## src/rtl/rotate_amount_finder.sv

```systemverilog
// Recovers the right-rotation amount k such that rotr(a,k)==y by testing one candidate per clock.
// Latency: done pulses k+2 cycles after the start cycle on a match, WIDTH+1 cycles when none exists.
// Backpressure: start is only accepted in IDLE; requests while busy are dropped, caller must wait.
module rotate_amount_finder #(
    parameter int WIDTH = 32,
    parameter int AW    = 5
) (
    input  logic             clk,
    input  logic             reset_n,
    input  logic             start,
    input  logic [WIDTH-1:0] a,
    input  logic [WIDTH-1:0] y,
    output logic             busy,
    output logic             done,
    output logic             found,
    output logic [AW-1:0]    amt_r,
    output logic [AW-1:0]    amt_l,
    output logic             dir
);

    typedef enum logic [1:0] {
        IDLE   = 2'd0,
        SEARCH = 2'd1,
        DONE   = 2'd2
    } state_t;

    // Last candidate amount; the search stops here so cnt never wraps.
    localparam logic [AW-1:0] CNT_MAX = AW'(WIDTH - 1);
    // Half-turn threshold, one bit wider so WIDTH/2 is representable for any legal WIDTH.
    localparam logic [AW:0]   HALF    = (AW + 1)'(WIDTH / 2);

    state_t           state_q, state_d;
    logic [WIDTH-1:0] rot_q, rot_d;
    logic [WIDTH-1:0] y_q, y_d;
    logic [AW-1:0]    cnt_q, cnt_d;
    logic             found_q, found_d;
    logic [AW-1:0]    amt_r_q, amt_r_d;
    logic [AW-1:0]    amt_l_q, amt_l_d;
    logic             dir_q, dir_d;

    // State and datapath registers with synchronous active-low reset.
    always_ff @(posedge clk) begin
        if (!reset_n) begin
            state_q <= IDLE;
            rot_q   <= '0;
            y_q     <= '0;
            cnt_q   <= '0;
            found_q <= 1'b0;
            amt_r_q <= '0;
            amt_l_q <= '0;
            dir_q   <= 1'b0;
        end else begin
            state_q <= state_d;
            rot_q   <= rot_d;
            y_q     <= y_d;
            cnt_q   <= cnt_d;
            found_q <= found_d;
            amt_r_q <= amt_r_d;
            amt_l_q <= amt_l_d;
            dir_q   <= dir_d;
        end
    end

    // Next-state logic: capture on start, compare/rotate once per cycle, then pulse done.
    always_comb begin
        state_d = state_q;
        rot_d   = rot_q;
        y_d     = y_q;
        cnt_d   = cnt_q;
        found_d = found_q;
        amt_r_d = amt_r_q;
        amt_l_d = amt_l_q;
        dir_d   = dir_q;
        case (state_q)
            IDLE: begin
                if (start) begin
                    rot_d   = a;
                    y_d     = y;
                    cnt_d   = '0;
                    found_d = 1'b0;
                    amt_r_d = '0;
                    amt_l_d = '0;
                    dir_d   = 1'b0;
                    state_d = SEARCH;
                end
            end
            SEARCH: begin
                if (rot_q == y_q) begin
                    // First hit is the smallest k because candidates are tried in increasing order.
                    found_d = 1'b1;
                    amt_r_d = cnt_q;
                    amt_l_d = AW'(0) - cnt_q;
                    dir_d   = ({1'b0, cnt_q} <= HALF);
                    state_d = DONE;
                end else if (cnt_q == CNT_MAX) begin
                    found_d = 1'b0;
                    amt_r_d = '0;
                    amt_l_d = '0;
                    dir_d   = 1'b0;
                    state_d = DONE;
                end else begin
                    rot_d = {rot_q[0], rot_q[WIDTH-1:1]};
                    cnt_d = cnt_q + AW'(1);
                end
            end
            DONE: begin
                state_d = IDLE;
            end
            default: begin
                state_d = IDLE;
            end
        endcase
    end

    assign busy  = (state_q != IDLE);
    assign done  = (state_q == DONE);
    assign found = found_q;
    assign amt_r = amt_r_q;
    assign amt_l = amt_l_q;
    assign dir   = dir_q;

endmodule

```

## config.mk

```make
export PLATFORM = sky130hd
export DESIGN_NAME = rotate_amount_finder
export DESIGN_NICKNAME = d
export VERILOG_FILES = /design/src/rtl/rotate_amount_finder.sv
export SDC_FILE = /design/constraint.sdc
export NUM_CORES = 1
export LEC_CHECK = 0
export ABC_AREA = 1
export BUFFER_PORTS_ARGS = -buffer_cell sky130_fd_sc_hd__buf_2
export CAP_MARGIN = 20
export CORE_ASPECT_RATIO = 1.25
export CORE_MARGIN = 10
export CORE_UTILIZATION = 49
export DETAILED_ROUTE_END_ITERATION = 10
export PLACE_DENSITY = 0.76
export SETUP_SLACK_MARGIN = 0.02
export SYNTH_ARGS = -nofsm -noshare
export SYNTH_HDL_FRONTEND = slang
export SYNTH_SLANG_ARGS = --single-unit
```

## constraint.sdc

```tcl
create_clock -name clk -period 1.85 [get_ports clk]
set_clock_uncertainty 0.2 [all_clocks]
set_input_delay 0.37 -clock clk [delete_from_list [all_inputs] [get_ports clk]]
set_output_delay 0.37 -clock clk [all_outputs]
set_load 0.01 [all_outputs]
```

### Yosys cells after proc, flatten, opt, wreduce, memory -nomap -nowiden

Cells that the tools add are included.

| storage, ports and cells | value |
|---|---|
| flip-flop bits (word level) | 83 |
| bits in latches | 0 |
| bits in writable memories | 0 |
| bits in read-only memories | 0 |
| input bits | 67 |
| output and inout bits | 14 |
| logic and storage cells | 49 |
| memories | 0 |

| operators by class | value |
|---|---|
| $add $sub $neg | 2 |
| $mul | 0 |
| divide/modulo/power cells | 0 |
| $lt $le $gt $ge | 1 |
| eq/ne operators | 8 |
| shift operators | 0 |
| mux-type cells | 23 |
| bitwise operators | 0 |
| reduce and logical (&&, ||, !) cells | 7 |

Operator list:

| cell | number |
|---|---|
| two-way mux 32 bit | 3 |
| one-hot mux 32 bit (2 select lines) | 1 |
| equality test 32 bit | 1 |
| two-way mux 5 bit | 6 |
| one-hot mux 5 bit (2 select lines) | 3 |
| two-way mux 2 bit | 3 |
| inequality test 2 bit, second input constant | 3 |
| adder 5 x 1 -> 5 bit, second input constant | 1 |
| equality test 5 bit, second input constant | 1 |
| less-or-equal comparator 5 bit, second input constant | 1 |
| subtractor 1 x 5 -> 5 bit, first input constant | 1 |
| two-way mux 1 bit | 4 |
| one-hot mux 1 bit (2 select lines) | 2 |
| one-hot mux 2 bit (2 select lines) | 1 |
| AND reduction 2 bit | 2 |
| AND reduction 4 bit | 1 |
| nonzero test 2 bit | 2 |
| inequality test 3 bit, second input constant | 1 |
| AND reduction 3 bit | 1 |
| equality test 2 x 1 -> 1 bit, second input constant | 1 |
| equality test 2 bit, second input constant | 1 |
| logical NOT 2 bit | 1 |

### Logic depth before layout (Yosys ltp)

Gate-level depths: netlist of the first run.

| logic depth | value |
|---|---|
| depth after elaboration | 4 |
| depth in mapped cells | 13 |
| depth with buffers taken out | 12 |

### Worst setup path before layout of the first run

Ideal clock, no wire load.

| timing path | value |
|---|---|
| path kind | reg2reg |
| start point | reg cnt_q[0] |
| end point | reg rot_q[23] |
| arrival | 1.459 ns |
| setup slack | 0.075 ns |
| stages on the path, launching flop included | 11 |
| path buffers | 2 |
| period minus slack after synthesis | 1.775 ns |
| cells stage by stage | dfxtp_1 ha_1 nand2_1 nor2_1 ha_1 o21ai_1 nand2_2 buf_6 buf_6 o21ai_0 nor2_1 |

| between the ends | value |
|---|---|
| cells in the longest elaborated chain, start to end | 3 |

Ends and longest elaborated chain:

| item | line | text |
|---|---|---|
| from (decl) | 35 | `logic [AW-1:0] cnt_q, cnt_d;` |
| from (signal assigned) | 56 | `cnt_q <= cnt_d;` |
| equality test 5 bit | 95 | `end else if (cnt_q == CNT_MAX) begin` |
| inequality test 2 bit (no line) | n/a |  |
| AND reduction 4 bit (no line) | n/a |  |
| to (signal assigned) | 54 | `rot_q <= rot_d;` |
| to (decl) | 33 | `logic [WIDTH-1:0] rot_q, rot_d;` |

No other way between the ends.
A chain may end at the register's enable or synchronous reset.

### Worst setup path in the final report of the first run

| timing path | value |
|---|---|
| start point | reg rot_q[9] |
| end point | reg rot_q[0] |

| between the ends | value |
|---|---|
| cells in the longest elaborated chain, start to end | 3 |

Ends and longest elaborated chain:

| item | line | text |
|---|---|---|
| equality test 32 bit | 88 | `if (rot_q == y_q) begin` |
| inequality test 2 bit (no line) | n/a |  |
| AND reduction 4 bit (no line) | n/a |  |

No other way between the ends.

==> results.toml, run 1 <==
[outcome]
status = "complete, but fails checks"
violations = "negative setup slack"

[floorplanning]
ios = 81
die_area_sq_mm = 0.0119
die_h_microns = 119
dieWidth_microns = 99.6
core-area_sq_mm = 0.00775
row_count = 36
initial_core_util_pct = 50.0

[clock_tree]
tritoncts = "built"
cts.htree.levels = 3
cts_sinks = 82
clock_latency_ns = 0.36
cts_buffers = 9
cts_root_buf = "clkbuf_8"
clk_pin_slew_ns = 0.08
cts_buffer_depth = 2

[finish]
fin_util_pct = 66.9
drive_above_1_share_pct = 31.5
fin_cells = 775
areaGrowthSynthToFinish_pct = 33.6
diodes = 0
nNetsFinal = 747
finalInstanceArea_sq_mm = 0.00518

[logic_synthesis]
yosys.area.top_type = "dfxtp_1"
synth.top_cells.by_count = "nor2_1, nand2_1, dfxtp_1"
synth_ff_type = "dfxtp_1"
async_reset_ff_share_pct = 0
synth_cell_type_count = 21
ys_seq_elements = 82
synth_edf_count = 0
synth.most_common_cell = "nor2_1"
synthTopCellsByArea = "dfxtp_1, nor2_1, nand2_1, o21ai_0, xnor2_1"
yosys_warnings = 0
synth_area_sq_mm = 0.00388
yosysTopAreaCellShare_pct = 42.3
synth_cells = 569
ys_seq_area_share_pct = 42.3
synthesis.nets = 640
synth.avg_cell_area_sq_um = 6.81

[global_routing]
overflow = 0
grt_pass1_wl_microns = 17200
antenna_found_initial = 0
track_usage_pct = 17.1
grt_start_max_net_pins = 40
grt_pass1_vias = 3860

[place]
dpl_worst_slack_ns = -0.0706
place_congestion = 0.825
post-dp-hpwl_microns = 7280
port_buffers = 80
dp.cells = 752
placed_area_sq_mm = 0.00459

[drt]
dr.pass1.iters = 5
drc = 0
drt_iter0_drc = 189
wl_per_cell_microns = 14.5
ant_nets = 0
vias_per_cell = 5.18
wirelength_microns = 11200
wl_met2_microns = 5780
wl_met1_microns = 4520
highest_layer = "met4"
dr_wl_met3_microns = 673
vias = 4014

[power]
power_density_mw_per_mm2 = 920
fin_total_pwr_mw = 4.77
max-vdd-ir-drop_mv = 0.665
p_leak_nw = 2.42

[setup_path]
cp-start-kind = "flop"
worstPathRequired_ns = 1.95
worst_r2r_endpoint = "rot_q[0]"
cp-startpoint = "rot_q[9]"
critPathArrivalTime_ns = 2.07
r2r_start = "rot_q[9]"
cp_max_fo = 8
rrSetupSlack_ns = -0.12
endpoint = "rot_q[0]"
rr_worst_depth = 11
worst-setup-path-type = "flop to flop"
end_kind = "flop"

[sta]
finalSetupViolations = 49
grt_setup_unrepaired = "yes"
slew_viol_final = 0
worst_slew_pin_slew_ns = 0.528
relSlewSlack_pct = 64.8
timing_hold_violations_final = 0
clock.fmax_mhz = 507
finalWorstSetupSlack_ns = -0.123
tns_ns = -3.71
fin_crit_ns = 1.97
fin_crit_sh_pct = 107
whs_ns = 0.0267

[worst_hold_path]
min_path_type = "primary input to flop"

[job]
cap_violations = 0
==> how the worst min path moves through the flow <==
stage | startpoint | end | cells after the start
2_1_floorplan | y_q[12] | y_q[12] | 2
3_3_place_gp | amt_l[2] | amt_l[2] | 2
3_5_place_dp | amt_r[3] | amt_r[3] | 2
4_1_cts | y[9] | y_q[9] | 3
5_1_grt | y[25] | y_q[25] | 3
6_report | y[20] | y_q[20] | 3
==> layout make-up <==
| type | instances | area, sq um |
|---|---|---|
| clock inverter | 3 | 65.1 |
| multi-input combinational | 431 | 2200 |
| timing repair buffer | 128 | 906 |
| tap | 95 | 119 |
| clock buffer | 12 | 135 |
| fill | 662 | 2570 |
| sequential | 82 | 1660 |
| inverter | 24 | 93.8 |
==> layout by cell type (no fill, tap or decap), types with 2 or more instances in the layout <==
master       n
dfxtp_2     14
clkbuf_1     3
nor2_4       3
clkbuf_8     9
buf_2       80
nand3_4      2
clkbuf_16    3
dfxtp_1     68
a21oi_2      6
buf_6        6
nand2_2     16
ha_1         2
nor2_2       9
a21oi_1     14
o21ai_2     10
inv_2        2
xnor2_2      4
nand2_8      2
xnor2_1     23
o21ai_0     46
nand2_1    125
xor2_1       2
inv_1       21
nand4_1      2
buf_12       4
nand3_1     12
ha_2         2
buf_4       34
bufinv_16    2
nor2_1     131
o21ai_1     17
nand2_4      2
==> layer usage <==
layer  vias up  track usage, %
met5         -               0
met4         0            6.28
met3        21            4.63
met2       130            29.9
met1      1863            19.2
li1       2000               -
==> timing repair <==
item	4_1_cts	5_1_grt
pin swaps	11	40
endpoints found under the hold margin	0	0
setup endpoints to repair	48	49
setup buffers	0	3
resized for setup	38	57
gates cloned	2	3
hold buffers	0	0
==> power by group <==
part	total, mW	switching (mW)	internal, mW
registers	2.08	0.130	1.95
logic	1.30	0.706	0.596
clock network	1.39	0.635	0.753
total	4.77	1.47	3.30
==> sequential cells by signal (all words and copies together), names as in the netlist <==
signal,count
cnt_q,5
state_q,2
found,1
amt_r,5
y_q,32
amt_l,4
rot_q,32
dir,1
==> kinds of logic after synthesis <==
family	synth area share (%)
XOR/XNOR	6.55
flip-flops	42.3
AND/OR/NAND/NOR	31.1
adder cells (fa/ha/maj)	1.29
AO/OA/AOI/OAI	12.3
buffers and inverters	6.39
==> worst max-delay path, cell delays in order, from the launching register on <==
cell and delay (ns):
dfxtp_2 0.33, xnor2_1 0.19, nand2_1 0.12, nor2_2 0.12
nand2_2 0.08, nor2_4 0.15, buf_6 0.13, nand3_4 0.09
nand2_8 0.14, clkbuf_16 0.17, o21ai_0 0.09, nor2_1 0.10
No activity file was read; power rests on OpenSTA's default activity.
==> run 2, diff against run 1 <==
--- a/config.mk
+++ b/config.mk
@@ -10,10 +10,10 @@
 export CAP_MARGIN = 20
 export CORE_ASPECT_RATIO = 1.25
 export CORE_MARGIN = 10
-export CORE_UTILIZATION = 49
+export CORE_UTILIZATION = 40
 export DETAILED_ROUTE_END_ITERATION = 10
-export PLACE_DENSITY = 0.76
 export SETUP_SLACK_MARGIN = 0.02
+export SKIP_LAST_GASP = 1
 export SYNTH_ARGS = -nofsm -noshare
 export SYNTH_HDL_FRONTEND = slang
 export SYNTH_SLANG_ARGS = --single-unit
==> run 2 against run 1 <==
Compared with the run above: the flow still finishes with violations (negative setup slack); critical path type unchanged; power up 6.6%; global-route usage down 1.8 points; first-iteration DRC count down 4.2%; die area up 18%; highest routed layer unchanged; routed wire length down 2.9%; critical path depth unchanged; final cell count up 3.4%; sequential share of layout area down 0.16 points; via count down 5.5%; utilization down 12 points.
==> results.toml, run 2 (synthesized netlist as in run 1, its figures left out) <==
[sta]
fin_crit_sh_pct = 103
timing_hold_violations_final = 0
fin_crit_ns = 1.91
tns_ns = -1.23
whs_ns = 0.0576
worst_slew_pin_slew_ns = 0.462
finalWorstSetupSlack_ns = -0.0575
finalSetupViolations = 46
grt_setup_unrepaired = "yes"
relSlewSlack_pct = 69.1
clock.fmax_mhz = 524
slew_viol_final = 0

[outcome]
violations = "negative setup slack"
status = "complete, but fails checks"

[place]
post-dp-hpwl_microns = 7730
place_congestion = 0.837
placed_area_sq_mm = 0.00460
port_buffers = 80

[drt]
highest_layer = "met4"
wl_met1_microns = 4710
dr.pass1.iters = 4
wl_met2_microns = 5480
wl_per_cell_microns = 13.6
wirelength_microns = 10900
vias_per_cell = 4.74
vias = 3793
drc = 0
ant_nets = 0
dr_wl_met3_microns = 540
drt_iter0_drc = 181

[finish]
finalInstanceArea_sq_mm = 0.00528
nNetsFinal = 741
final_cell_mix = "nand2_1, nor2_1, buf_2"
layout_commonest_cell = "nand2_1"
fin_util_pct = 55.2
reg_top3 = "rot_q (32), y_q (32)"
areaGrowthSynthToFinish_pct = 36.1
diodes = 0
drive_above_1_share_pct = 33.6

[power]
p_leak_nw = 2.43
max-vdd-ir-drop_mv = 0.484
power_density_mw_per_mm2 = 963
fin_total_pwr_mw = 5.08

[global_routing]
grt_pass1_vias = 3816
overflow = 0
grt_start_max_net_pins = 27
track_usage_pct = 15.3
antenna_found_initial = 0
grt_pass1_wl_microns = 17400

[clock_tree]
cts.htree.levels = 3
cts_sinks = 82
holdBufCountCts = 0
cts_root_buf = "clkbuf_16"
cts_buffer_depth = 2
clock_latency_ns = 0.34
clk_pin_slew_ns = 0.06
cts_buffers = 9
tritoncts = "built"

[worst_hold_path]
hold_depth = 3
min_path_type = "primary input to flop"
min-delay-start = "y[14]"

[floorplanning]
ios = 81
initial_core_util_pct = 40.6
die_area_sq_mm = 0.0141
row_count = 40
die_h_microns = 130
core-area_sq_mm = 0.00956
dieWidth_microns = 108

[setup_path]
worst-setup-path-type = "flop to flop"
critical_path_depth = 11
path_cells = "xnor2_2, nand2_1, nor2_2, nand2_2, nor2_4, nand2_2, nand2_4, nand2_8, buf_8, o21ai_1, nor2_1"
slowest_delay_ns = 0.33
critPathBufInv = 1
cp-start-kind = "flop"
end_kind = "flop"
rr_worst_depth = 11
crit_path_top_delay_cell = "dfxtp_2"
cp-startpoint = "y_q[10]"
cpLargestDelayFamily = "simple AND/OR/NAND/NOR gates"
critPathArrivalTime_ns = 1.93
worstPathRequired_ns = 1.88
cp_max_fo = 11
r2r_start = "y_q[10]"
cp_common_cell = "nand2_2"

[job]
cap_violations = 0
-- run 2: cell count changes in the layout (fill, tap and decap cells not counted), moves of 7 or more --
cell       before  now
nand2_2        16    9
nor2_1        131  108
dfxtp_2        14   26
clkbuf_16       3   12
dfxtp_1        68   54
nand2_1       125  133
nor2_4          3   19
nor2_2          9   16
o21ai_2        10    2
-- run 2: path summary, 6_finish.rpt --
kind	to	slack [ns]
worst max-delay path	cnt_q[0]	-0.06
worst min register to register	dir	0.26
worst min-delay path	y_q[14]	0.06
worst max register to register	cnt_q[0]	-0.06
-- run 2: worst reg2reg max path, stage by stage (launching register included) --
cell	delay, ns
dfxtp_2	0.33
xnor2_2	0.16
nand2_1	0.09
nor2_2	0.15
nand2_2	0.09
nor2_4	0.16
nand2_2	0.11
nand2_4	0.11
nand2_8	0.09
buf_8	0.16
o21ai_1	0.11
nor2_1	0.05
-- run 2: what timing repair did --
item / in CTS / in global routing
setup endpoints to repair: 48 / 49
gates resized for setup: 13 / 112
pin swaps: 5 / 25
cloned: 0 / 3
setup buffers: 0 / 0
-- run 2: metrics by stage --
stage	std cells	worst slack (ns)
5_1_grt	801	-0.149
3_5_place_dp	782	-0.0595
6_report	801	-0.0575
2_1_floorplan	569	0.0752
3_3_place_gp	782	-0.0281
4_1_cts	798	-0.00793
-- run 2: metal layers --
metal | track usage (%) | vias up
met5 | 0 | -
met4 | 5.43 | 0
met3 | 4.14 | 14
met2 | 26.6 | 70
met1 | 17.5 | 1720
li1 | - | 1989
-- run 2: area by class of cell --
cell class / instances / area (sq um)
inverters: 24 / 90.1
multi-input cells: 431 / 2230
flip-flops and latches: 82 / 1680
repair buffers: 122 / 830
clock buffers: 14 / 274
fillers: 938 / 4280
clock inverters: 2 / 10.0
well taps: 126 / 158
-- run 2: where the power goes --
| part | internal (mW) | total (mW) | switching (mW) |
|---|---|---|---|
| logic | 0.585 | 1.27 | 0.685 |
| clock network | 1.02 | 1.70 | 0.685 |
| registers | 1.96 | 2.11 | 0.150 |
| total | 3.56 | 5.08 | 1.52 |
==> run 3, diff against run 2 <==
--- a/config.mk
+++ b/config.mk
@@ -12,6 +12,7 @@
 export CORE_MARGIN = 10
 export CORE_UTILIZATION = 40
 export DETAILED_ROUTE_END_ITERATION = 10
+export REMOVE_ABC_BUFFERS = 1
 export SETUP_SLACK_MARGIN = 0.02
 export SKIP_LAST_GASP = 1
 export SYNTH_ARGS = -nofsm -noshare
==> run 3 against run 2 <==
Compared with the run above: the flow still finishes with violations (negative setup slack); sequential cell count did not move; routed wire length grew 3.7%; utilization hardly changed; sequential power about the same; non-clock buffer count increased by 5; combinational power is essentially flat; critical path type unchanged; highest routed layer unchanged.
==> results.toml, run 3 (synthesized netlist as in run 1, its figures left out) <==
[outcome]
status = "complete, but fails checks"
violations = "negative setup slack"

[finish]
diodes = 0
reg_top3 = "rot_q (32), y_q (32)"
nNetsFinal = 746
finalInstanceArea_sq_mm = 0.00527
areaGrowthSynthToFinish_pct = 36.0
drive_above_1_share_pct = 29.9
fin_util_pct = 55.2
layout_commonest_cell = "nand2_1"
final_cell_mix = "nand2_1, nor2_1, buf_2"

[clock_tree]
clock_latency_ns = 0.34
cts_sinks = 82
cts_root_buf = "clkbuf_16"
cts_buffers = 9
cts_buffer_depth = 2
tritoncts = "built"
cts.htree.levels = 3
clk_pin_slew_ns = 0.07
holdBufCountCts = 0

[drt]
vias = 3836
ant_nets = 0
vias_per_cell = 4.76
dr.pass1.iters = 4
drt_iter0_drc = 164
drc = 0
wirelength_microns = 11300
wl_per_cell_microns = 14.0

[place]
place_congestion = 0.805
placed_area_sq_mm = 0.00464
post-dp-hpwl_microns = 7610
port_buffers = 80

[global_routing]
grt_pass1_wl_microns = 17300
grt_pass1_vias = 3745
track_usage_pct = 15.1
grt_start_max_net_pins = 38
overflow = 0
antenna_found_initial = 0

[floorplanning]
dieWidth_microns = 108
die_h_microns = 130
die_area_sq_mm = 0.0141
core-area_sq_mm = 0.00956
initial_core_util_pct = 40.6
row_count = 40
ios = 81

[sta]
finalSetupViolations = 36
finalWorstSetupSlack_ns = -0.0950
slew_viol_final = 0
tns_ns = -1.47
relSlewSlack_pct = 69.3
fin_crit_sh_pct = 105
worst_slew_pin_slew_ns = 0.459
fin_crit_ns = 1.95
timing_hold_violations_final = 0
grt_setup_unrepaired = "yes"
clock.fmax_mhz = 514

[power]
p_seq_share_pct = 41.1
p_leak_nw = 2.46
pwr-share-clk_pct = 33.5
p_sw_mw = 1.57
intPower_mw = 3.50
max-vdd-ir-drop_mv = 0.464
p_sw_share_pct = 30.9
comb_power_share_pct = 25.3
power_density_mw_per_mm2 = 962

[setup_path]
end_kind = "flop"
worst-setup-path-type = "flop to flop"
cp-start-kind = "flop"
critPathArrivalTime_ns = 1.97
cp_max_fo = 8
worstPathRequired_ns = 1.88

[worst_hold_path]
min_path_type = "primary input to flop"

[job]
cap_violations = 0
## run 3: changes by cell type in the layout (fill, tap and decap cells not counted), moves of 6 or more
cell	delta
dfxtp_2	-6
o21ai_1	-6
o21ai_0	+6
nor2_4	-14
nor2_2	-9
dfxtp_1	+8
nor2_1	+23
## run 3: critical path, stage by stage (launching register included)
cell	delay, ns
dfxtp_1	0.32
ha_1	0.21
nand2_1	0.10
nor2_1	0.05
ha_1	0.24
o21ai_4	0.20
nand2_8	0.11
clkbuf_16	0.18
a21oi_1	0.17
nor2_2	0.06
## run 3: power groups by stage
stage / clock network, mW / logic [mW] / registers [mW]
2_1_floorplan: 0 / 0.622 / 2.08
3_3_place_gp: 0 / 1.06 / 2.09
3_5_place_dp: 0 / 1.07 / 2.10
4_1_cts: 1.72 / 1.12 / 2.06
5_1_grt: 1.80 / 1.42 / 2.11
6_report: 1.70 / 1.29 / 2.09
## run 3: repair_timing
| action | 4_1_cts | 5_1_grt |
|---|---|---|
| pin swaps | 4 | 18 |
| gates resized for setup | 19 | 52 |
| gates cloned | 1 | 5 |
| setup endpoints to repair | 48 | 49 |
| buffers inserted | 0 | 3 |
## run 3: area by class of cell
class                           instances  area [sq um]
Inverter                               24          90.1
Clock inverter                          5          40.0
Fill cell                             910          4290
Timing Repair Buffer                  127           923
Tap cell                              126           158
Clock buffer                           11           243
Multi-Input combinational cell        431          2150
Sequential cell                        82          1670
## run 3: path summary, 6_finish.rpt
path,from,endpoint,slack [ns],cells after the start
worst min-delay path,y[10],y_q[10],0.05,3
worst max register to register,cnt_q[0],cnt_q[0],-0.1,9
worst min register to register,amt_r[2],amt_r[2],0.26,2
worst max-delay path,cnt_q[0],cnt_q[0],-0.1,9
## run 3: layer usage
metal	wire, microns	GRT usage (%)	part of all wire, %
met4	150	5.04	1.3
met1	4930	18.0	44
met2	5700	26.2	50
met5	0	0	0
met3	529	3.31	4.7
## run 3: metrics by stage
step | instances | hold WS, ns | power, mW | worst slack [ns]
after floorplan | 537 | 0.243 | 2.71 | -0.915
after global placement | 781 | 0.245 | 3.15 | -0.0519
after detailed placement | 781 | 0.250 | 3.17 | -0.0888
after CTS | 798 | 0.0470 | 4.90 | -0.0171
after global routing | 806 | 0.0502 | 5.33 | -0.187
final | 806 | 0.0470 | 5.08 | -0.0950
